===== src/rtl/send_arbiter_if.sv =====
// Outbound message path bundle: producer handshakes, ring/FIFO write side and status.
interface send_arbiter_if #(
  parameter int unsigned NREQ     = 4,
  parameter int unsigned LEN_BITS = 8,
  parameter int unsigned PTR_BITS = $clog2(NREQ)
);
  logic [NREQ-1:0]     req_valid;
  logic [8*NREQ-1:0]   req_data;
  logic [NREQ-1:0]     req_last;
  logic [NREQ-1:0]     req_ready;
  logic [7:0]          send_ring_data;
  logic                send_ring_wr_en;
  logic                send_ring_full;
  logic [LEN_BITS-1:0] send_fifo_data;
  logic                send_fifo_wr_en;
  logic                send_fifo_full;
  logic                busy;
  logic [PTR_BITS-1:0] grant_idx;
  logic                overflow;

  // Producers plus ring/FIFO environment
  modport master (
    output req_valid, req_data, req_last, send_ring_full, send_fifo_full,
    input  req_ready, send_ring_data, send_ring_wr_en, send_fifo_data, send_fifo_wr_en,
    input  busy, grant_idx, overflow
  );

  // Arbiter side
  modport slave (
    input  req_valid, req_data, req_last, send_ring_full, send_fifo_full,
    output req_ready, send_ring_data, send_ring_wr_en, send_fifo_data, send_fifo_wr_en,
    output busy, grant_idx, overflow
  );
endinterface


===== src/rtl/send_arbiter.sv =====
// Round-robin arbiter feeding the send ring (bytes) and send length FIFO (one entry per
// message). A grant is held for a whole message; the length is committed after the last byte.
module send_arbiter #(
  parameter int unsigned NREQ     = 4,
  parameter int unsigned LEN_BITS = 8,
  parameter int unsigned PTR_BITS = $clog2(NREQ)
) (
  input logic          clk,
  input logic          rst,
  send_arbiter_if.slave bus
);

  typedef enum logic [1:0] {StIdle, StXfer, StCommit} state_e;

  // One below all-ones: accepting a byte at this count forces the end of the message
  localparam logic [LEN_BITS-1:0] LenSat = {{(LEN_BITS-1){1'b1}}, 1'b0};

  state_e              state_q, state_d;
  logic [PTR_BITS-1:0] rr_ptr_q, rr_ptr_d;
  logic [PTR_BITS-1:0] grant_q, grant_d;
  logic [LEN_BITS-1:0] len_q, len_d;
  logic                overflow_q, overflow_d;
  logic                fifo_wr_q, fifo_wr_d;
  logic [LEN_BITS-1:0] fifo_data_q, fifo_data_d;

  logic                found;
  logic [PTR_BITS-1:0] win;
  logic [PTR_BITS-1:0] cand;
  logic [7:0]          sel_data;
  logic                sel_last;
  logic                accept;
  logic [NREQ-1:0]     req_ready;
  logic                ring_wr_en;

  // Round-robin search: first requester at or above rr_ptr, wrapping modulo NREQ
  always_comb begin
    found = 1'b0;
    win   = '0;
    cand  = '0;
    for (int unsigned i = 0; i < NREQ; i++) begin
      cand = PTR_BITS'((32'(rr_ptr_q) + i) % NREQ);
      if (!found && bus.req_valid[cand]) begin
        found = 1'b1;
        win   = cand;
      end
    end
  end

  // Byte/last mux from the current owner
  always_comb begin
    sel_data = '0;
    sel_last = 1'b0;
    for (int i = 0; i < int'(NREQ); i++) begin
      if (PTR_BITS'(i) == grant_q) begin
        sel_data = bus.req_data[8*i +: 8];
        sel_last = bus.req_last[i];
      end
    end
  end

  // Next-state and handshake logic
  always_comb begin
    state_d     = state_q;
    rr_ptr_d    = rr_ptr_q;
    grant_d     = grant_q;
    len_d       = len_q;
    overflow_d  = overflow_q;
    fifo_wr_d   = 1'b0;
    fifo_data_d = fifo_data_q;
    accept      = 1'b0;
    req_ready   = '0;
    ring_wr_en  = 1'b0;
    case (state_q)
      StIdle: begin
        // Arbitration cycle never accepts a byte
        if (found) begin
          grant_d = win;
          len_d   = '0;
          state_d = StXfer;
        end
      end
      StXfer: begin
        accept = bus.req_valid[grant_q] && !bus.send_ring_full;
        if (accept) begin
          req_ready  = NREQ'(1) << grant_q;
          ring_wr_en = 1'b1;
          len_d      = len_q + 1'b1;
          if (sel_last) begin
            state_d = StCommit;
          end else if (len_q == LenSat) begin
            overflow_d = 1'b1;
            state_d    = StCommit;
          end
        end
      end
      StCommit: begin
        if (!bus.send_fifo_full) begin
          fifo_wr_d   = 1'b1;
          fifo_data_d = len_q;
          rr_ptr_d    = (grant_q == PTR_BITS'(NREQ - 1)) ? '0 : grant_q + 1'b1;
          state_d     = StIdle;
        end
      end
      default: state_d = StIdle;
    endcase
  end

  // State registers, async active-high reset
  always_ff @(posedge clk or posedge rst) begin
    if (rst) begin
      state_q     <= StIdle;
      rr_ptr_q    <= '0;
      grant_q     <= '0;
      len_q       <= '0;
      overflow_q  <= 1'b0;
      fifo_wr_q   <= 1'b0;
      fifo_data_q <= '0;
    end else begin
      state_q     <= state_d;
      rr_ptr_q    <= rr_ptr_d;
      grant_q     <= grant_d;
      len_q       <= len_d;
      overflow_q  <= overflow_d;
      fifo_wr_q   <= fifo_wr_d;
      fifo_data_q <= fifo_data_d;
    end
  end

  assign bus.req_ready       = req_ready;
  assign bus.send_ring_data  = sel_data;
  assign bus.send_ring_wr_en = ring_wr_en;
  assign bus.send_fifo_data  = fifo_data_q;
  assign bus.send_fifo_wr_en = fifo_wr_q;
  assign bus.busy            = (state_q != StIdle);
  assign bus.grant_idx       = grant_q;
  assign bus.overflow        = overflow_q;

endmodule

===== src/flat_wrapper.sv =====
// flat-port wrapper written by rule: the top's interface ports become plain ports
module send_arbiter_flat 
#(
  parameter int unsigned NREQ     = 4,
  parameter int unsigned LEN_BITS = 8,
  parameter int unsigned PTR_BITS = $clog2(NREQ)
)
  (clk, rst, bus_req_valid, bus_req_data, bus_req_last, bus_send_ring_full, bus_send_fifo_full, bus_req_ready, bus_send_ring_data, bus_send_ring_wr_en, bus_send_fifo_data, bus_send_fifo_wr_en, bus_busy, bus_grant_idx, bus_overflow);
  send_arbiter_if #(.NREQ(NREQ), .LEN_BITS(LEN_BITS), .PTR_BITS(PTR_BITS)) bus_i ();
  input logic clk;
  input logic rst;
  input wire logic [$bits(bus_i.req_valid)-1:0] bus_req_valid;
  input wire logic [$bits(bus_i.req_data)-1:0] bus_req_data;
  input wire logic [$bits(bus_i.req_last)-1:0] bus_req_last;
  input wire logic [$bits(bus_i.send_ring_full)-1:0] bus_send_ring_full;
  input wire logic [$bits(bus_i.send_fifo_full)-1:0] bus_send_fifo_full;
  output wire logic [$bits(bus_i.req_ready)-1:0] bus_req_ready;
  output wire logic [$bits(bus_i.send_ring_data)-1:0] bus_send_ring_data;
  output wire logic [$bits(bus_i.send_ring_wr_en)-1:0] bus_send_ring_wr_en;
  output wire logic [$bits(bus_i.send_fifo_data)-1:0] bus_send_fifo_data;
  output wire logic [$bits(bus_i.send_fifo_wr_en)-1:0] bus_send_fifo_wr_en;
  output wire logic [$bits(bus_i.busy)-1:0] bus_busy;
  output wire logic [$bits(bus_i.grant_idx)-1:0] bus_grant_idx;
  output wire logic [$bits(bus_i.overflow)-1:0] bus_overflow;
  assign bus_i.req_valid = bus_req_valid;
  assign bus_i.req_data = bus_req_data;
  assign bus_i.req_last = bus_req_last;
  assign bus_i.send_ring_full = bus_send_ring_full;
  assign bus_i.send_fifo_full = bus_send_fifo_full;
  assign bus_req_ready = bus_i.req_ready;
  assign bus_send_ring_data = bus_i.send_ring_data;
  assign bus_send_ring_wr_en = bus_i.send_ring_wr_en;
  assign bus_send_fifo_data = bus_i.send_fifo_data;
  assign bus_send_fifo_wr_en = bus_i.send_fifo_wr_en;
  assign bus_busy = bus_i.busy;
  assign bus_grant_idx = bus_i.grant_idx;
  assign bus_overflow = bus_i.overflow;
  send_arbiter #(.NREQ(NREQ), .LEN_BITS(LEN_BITS), .PTR_BITS(PTR_BITS)) u_core (.clk(clk), .rst(rst), .bus(bus_i));
endmodule

===== config.mk =====
export PLATFORM = sky130hd
export DESIGN_NAME = send_arbiter_flat
export DESIGN_NICKNAME = d
export VERILOG_FILES = /design/src/rtl/send_arbiter_if.sv /design/src/rtl/send_arbiter.sv /design/src/flat_wrapper.sv
export SDC_FILE = /design/constraint.sdc
export NUM_CORES = 1
export LEC_CHECK = 0
export BUFFER_PORTS_ARGS = -buffer_cell sky130_fd_sc_hd__buf_2
export CAP_MARGIN = 20
export CORE_UTILIZATION = 43
export DETAILED_ROUTE_END_ITERATION = 10
export GPL_ROUTABILITY_DRIVEN = 0
export HOLD_SLACK_MARGIN = 0.05
export PLACE_DENSITY = 0.79
export SLEW_MARGIN = 20
export SYNTH_ARGS = -nofsm -noshare
export SYNTH_HDL_FRONTEND = slang
export SYNTH_SLANG_ARGS = --single-unit

===== constraint.sdc =====
create_clock -name clk -period 1.6 [get_ports clk]
set_input_delay 0.16 -clock clk [delete_from_list [all_inputs] [get_ports clk]]
set_output_delay 0.16 -clock clk [all_outputs]
set_load 0.01 [all_outputs]

==> Word level (Yosys, flattened, before mapping) <==
Cells that the tools add are included.
{ "op_classes": {"n_eq_ne": 11, "shift": 1, "bitwise": 2, "div": 0, "n_lt_le_gt_ge": 5, "add_sub_neg": 5, "n_reduce_logical": 17, "n_mux": 42, "multipliers": 0} }
{ "ops": {"columns": ["cell", "n"], "rows": [
  ["8-bit 2-to-1 mux", 6],
  ["2-bit 2-to-1 mux", 10],
  ["1-bit 2-to-1 mux", 17],
  ["8-bit one-hot mux with 2 select lines", 1],
  ["2-bit by 3-bit less-than comparator with 1-bit output (second input constant)", 5],
  ["1-bit binary-select mux with 2-bit select", 5],
  ["8-bit by 1-bit adder with 8-bit output (second input constant)", 1],
  ["8-bit == test (second input constant)", 1],
  ["4-bit 2-to-1 mux", 2],
  ["4-bit AND reduction", 2],
  ["2-bit one-hot mux with 3 select lines", 1],
  ["2-bit by 1-bit adder with 2-bit output (second input constant)", 2],
  ["2-bit adder (second input constant)", 2],
  ["2-bit == test (first input constant)", 2],
  ["2-bit == test (second input constant)", 2],
  ["1-bit logical AND", 4],
  ["1-bit zero test", 4],
  ["2-bit zero test", 2],
  ["2-bit by 1-bit inequality test with 1-bit output (second input constant)", 2],
  ["2-bit AND reduction", 2],
  ["2-bit nonzero test", 2],
  ["1-bit by 2-bit left shift with 4-bit output (first input constant)", 1],
  ["3-bit by 1-bit inequality test with 1-bit output (second input constant)", 1],
  ["3-bit AND reduction", 1],
  ["4 further kinds", 5]
]} }
{ "totals": {"output_inout_bits": 26, "register_bits": 24, "ramBits": 0, "mem_count": 0, "latch_bits": 0, "mem_bits_ro": 0} }

==> Depth between registers and ports, before layout <==
{ "logic_depth": {"depth_word": 14, "ltp_mapped": 7, "ltp_nobuf": 6} }

==> Worst setup path before layout <==
OpenSTA, ideal clock, no wires.
{ "synth_path": {"kind": "register to output", "from": "register u_core.grant_q[0] (netlist: u_core.bus.grant_idx[0])", "to": "output bus_send_ring_data[6]", "arrival_ns": 1.676, "stages_incl_launch_ff": 7, "required_time_ns": 1.440, "path_slack_ns": -0.236, "cell_sequence": "dfrtp_1 > inv_1 > ha_1 > clkbuf_1 > clkbuf_1 > nor2b_1 > o31ai_1"} }
{ "synth_via": {"elab_chain_cells": 5, "word_cells_on_any_way": 8, "cone_classes": "eq/ne: 3; mux: 4; reduce/logical: 1"} }
{ "synth_rtl": {"columns": ["element", "line_no", "source"], "rows": [
  ["start: declaration", "send_arbiter.sv:20", "logic [PTR_BITS-1:0] grant_q, grant_d;"],
  ["start signal: assignment", "send_arbiter.sv:121", "grant_q <= grant_d;"],
  ["2-bit zero test", "send_arbiter.sv:54", "if (PTR_BITS'(i) == grant_q) begin"],
  ["8-bit 2-to-1 mux (3 in series)", "send_arbiter.sv:54", null],
  ["8-bit 2-to-1 mux (*)", "send_arbiter.sv:54", null],
  ["end: declaration", "flat_wrapper.sv:18", "output wire logic [$bits(bus_i.send_ring_data)-1:0] bus_send_ring_data;"]
]} }
Every way passes the cells marked *; elsewhere a longest branch is shown, timed or not.

==> Worst setup path after layout <==
{ "layout_path": {"from": "register u_core.grant_q[0] (netlist: u_core.bus.grant_idx[0])", "to": "output bus_send_ring_data[4]"} }
The elaborated chain is that of the path after synthesis.

==> flow_summary_export.csv <==
group,metric,value,unit
run_status,outcome,"finished with violations",
run_status,violations,"setup timing",
drt,ant_nets,0,
clocking,cts-root-buf,"clkbuf_8",
timing,maxSlewHeadroom,75.9,%
layout,area_growth,57.1,%
grt,grt_use_total,22.9,%
yosys,syn_area,0.00165,mm^2
yosys,synth-simple-area-share,21.3,%
yosys,avgSynthCellArea,9.32,um^2
min_path,holdCritStartpoint,"bus_send_fifo_full",
power_and_ir_drop,power_frac_seq,22.1,%
die,fp.dieH,63.9,um
yosys,ys_seq_area_share,36.4,%
layout,layout-drive-gt1-share,56.4,%
timing,whs,0.173,ns
power_and_ir_drop,sw_frac_of_total,40.6,%
yosys,synth-xor-area-share,0,%
yosys,synth-edff-count,0,
timing,tightest_slew,0.361,ns
timing,setup-violations-final,23,
worst_setup_path,end_kind,"output port",
timing,rsz0062_at_grt,"true",
timing,period_share,117,%
place,numPortBuffers,69,
worst_setup_path,worstPathMaxFanout,8,
power_and_ir_drop,vdd_drop_max,0.00111,V
worst_setup_path,crit_required,1.44,ns
layout,nFillCells,260,
grt,antenna_found_initial,0,
clocking,cts_tree,"yes",
power_and_ir_drop,powerDensity,1720,mW/mm^2
power_and_ir_drop,p_clk_share,12.3,%
min_path,holdPathEnd,"u_core.state_q[1]",
clocking,insertion_delay,0.27,ns
worst_setup_path,critPathKind,"flip-flop to output port",
power_and_ir_drop,power.internal,2650,uW
timing,slew_violations,0,
yosys,async_reset_ff_share,100,%
worst_setup_path,r2r_end,"u_core.len_q[7]",
layout,final_area,0.00259,mm^2
worst_setup_path,cp_cell_sequence,"inv_4 -> ha_4 -> nor2b_4 -> buf_8 -> a221oi_2 -> o31ai_2 -> buf_2",
min_path,hold_class,"input port to flip-flop",
yosys,synth-main-ff-cell,"dfrtp_1",
layout,stdcell_count,314,
flow_run,maxCapViolations,0,
grt,grt_start_max_net_pins,25,
layout,layout.nets,317,
yosys,synth_top_family_by_area,"simple AND/OR/NAND/NOR gates",
min_path,holdPathStages,3,
worst_setup_path,start_kind,"flip-flop",
clocking,clkSinkCount,24,
drt,viasPerCell,5.48,
timing,clock_skew,0.00412,ns
timing,setup_slack,-0.275,ns
drt,dr.first_iter.drc_count,49,
layout,seqCellArea,602,um^2
timing,fmax,0.533,GHz
yosys,ys_seq_elements,24,
yosys,ys_types,44,
die,die_area,0.00409,mm^2
drt,dr.pass1.iters,4,
grt,grt_overflow_total,0,
layout,antenna_cells,0,
die,die_w,63.9,um
power_and_ir_drop,combPwrFrac,65.6,%
power_and_ir_drop,p_total,4450,uW
timing,min_period,1.87,ns
yosys,synth_compound_area_share,20.7,%
grt,grt_pass1_wl,7230,um
clocking,path_clk_slew,0.09,ns
drt,route.vias.total,1720,
power_and_ir_drop,p_leak,0.00123,uW
place,numPlacedInstances,301,
yosys,syn-instance-count,177,
die,start_util,45.0,%
drt,drc_errors,0,
place,hpwl,3190,um
worst_setup_path,slowest_stage,"dfrtp_2",
timing,final_hold_viol_count,0,
drt,wl_per_cell,15.2,um
die,core,0.00366,mm^2
worst_setup_path,crit_arrival,1.71,ns
yosys,yosysWarnings,0,
clocking,ctsHtreeMaxLevel,1,
worst_setup_path,reg2reg_depth,6,
clocking,cts_buffer_depth,2,
grt,grt_pass1_vias,1536,
power_and_ir_drop,p_switching,1810,uW
place,placed_area,0.00223,mm^2
worst_setup_path,cpPeakStageDelay,0.47,ns
layout,multi_input_area,0.00119,mm^2
die,boundaryPins,70,
worst_setup_path,r2r_slack,-0.17,ns
drt,wl,4780,um
yosys,syn_nets,227,
yosys,synth_fa_ha_area_share,4.55,%
yosys,synth.area.mux_share,11.6,%
worst_setup_path,reg2reg_from,"u_core.bus.grant_idx[0]",
die,fp-row-count,22,
clocking,numCtsBuffers,3,
==> cell type report <==
type | count | area share [%]
inverter | 9 | 1.40
sequential | 24 | 23.2
tap | 48 | 2.32
clock buffer | 3 | 1.59
clock inverter | 1 | 1.16
multi-input combinational | 133 | 46.1
timing repair buffer | 96 | 24.2
==> power groups by stage <==
stage               Clock (uW)  Combinational (uW)  Sequential [uW]
detailed placement           0                2280              970
global placement             0                2240              966
global route               572                3150             1020
finish                     550                2920              982
CTS                        547                2740              970
floorplan                    0                1460              979
==> cells in the mapped netlist, types with 2 or more instances <==
| master | count | area (um^2) |
|---|---|---|
| dfrtp_1 | 24 | 601 |
| nand2_1 | 22 | 82.6 |
| nor2b_1 | 10 | 62.6 |
| a21oi_1 | 9 | 45.0 |
| mux2_2 | 9 | 101 |
| o31ai_1 | 9 | 67.6 |
| a221oi_1 | 8 | 70.1 |
| inv_1 | 8 | 30.0 |
| clkbuf_1 | 7 | 26.3 |
| nor2_1 | 7 | 26.3 |
| ha_1 | 6 | 75.1 |
| mux2i_1 | 6 | 60.1 |
| o21ai_0 | 6 | 30.0 |
| and2_1 | 5 | 31.3 |
| nand4_1 | 4 | 25.0 |
| or4_1 | 3 | 22.5 |
| a21o_1 | 2 | 15.0 |
| a31o_2 | 2 | 17.5 |
| buf_2 | 2 | 10.0 |
| mux2_4 | 2 | 30.0 |
| nand2b_1 | 2 | 12.5 |
| o221ai_1 | 2 | 17.5 |
==> layer usage <==
layer | routed length [um] | global-route usage (%) | vias up
li1 | - | - | 831
met1 | 2000 | 30.1 | 834
met2 | 2550 | 39.2 | 46
met3 | 138 | 2.14 | 9
met4 | 87 | 7.95 | 0
met5 | 0 | 0 | -
==> through the flow <==
step / TNS (ns) / utilization (%) / worst slack, ns
floorplan: -0.545 / - / -0.0500
global placement: -0.419 / 61.0 / -0.0433
detailed placement: -1.08 / 61.0 / -0.100
CTS: -4.20 / 68.7 / -0.285
global route: -6.29 / 70.8 / -0.345
finish: -4.43 / 70.8 / -0.275
==> placed cells by master, fill, tap and decap left out, types with 4 or more instances in the layout <==
cell type	count
buf_2	67
dfrtp_1	23
nand2_1	21
buf_4	17
nor2b_1	9
mux2_2	9
o31ai_2	8
nor2_1	7
a21oi_1	7
buf_6	7
inv_1	6
a221oi_2	6
o21ai_0	4
and2_1	4
mux2i_1	4
nand4_1	4
==> flip-flops by register name, indices dropped and copies added (netlist names) <==
name / flops
u_core.len_q: 8
u_core.bus.send_fifo_data: 8
u_core.bus.overflow: 1
u_core.rr_ptr_q: 2
u_core.bus.grant_idx: 2
u_core.state_q: 2
u_core.bus.send_fifo_wr_en: 1
==> timing repair <==
action / in CTS / in global routing
setup buffers: 6 / 2
hold buffers: 1 / 0
resized for setup: 31 / 12
hold endpoints to repair: 24 / 0
setup endpoints to repair: 22 / 25
cloned: 0 / 0
pin swaps: 15 / 8
==> critical path: cells and delay by family, from the launching register on <==
| kind | cells | cell delay [ns] |
|---|---|---|
| buf+inv | 3 | 0.35 |
| fa+ha+maj | 1 | 0.17 |
| flops | 1 | 0.47 |
| compound gates | 2 | 0.33 |
| simple gates | 1 | 0.12 |
==> kinds of logic after synthesis <==
kind of cell / Yosys count
multiplexers: 17
AO/OA/AOI/OAI: 48
adder cells (fa/ha/maj): 6
buffers and inverters: 20
flip-flops: 24
AND/OR/NAND/NOR: 62
==> how the worst max path moves through the flow <==
| stage | startpoint | end | cells past startpoint |
|---|---|---|---|
| after CTS | u_core.bus.grant_idx[1] | bus_req_ready[1] | 6 |
| after global routing | u_core.bus.grant_idx[0] | bus_send_ring_data[6] | 7 |
| after detailed placement | u_core.bus.grant_idx[0] | u_core.len_q[7] | 5 |
| after floorplan | u_core.bus.grant_idx[1] | u_core.len_q[3] | 7 |
| final | u_core.bus.grant_idx[0] | bus_send_ring_data[4] | 7 |
| after global placement | u_core.bus.grant_idx[0] | bus_send_ring_data[4] | 7 |
(Power assumes the default switching activity.)
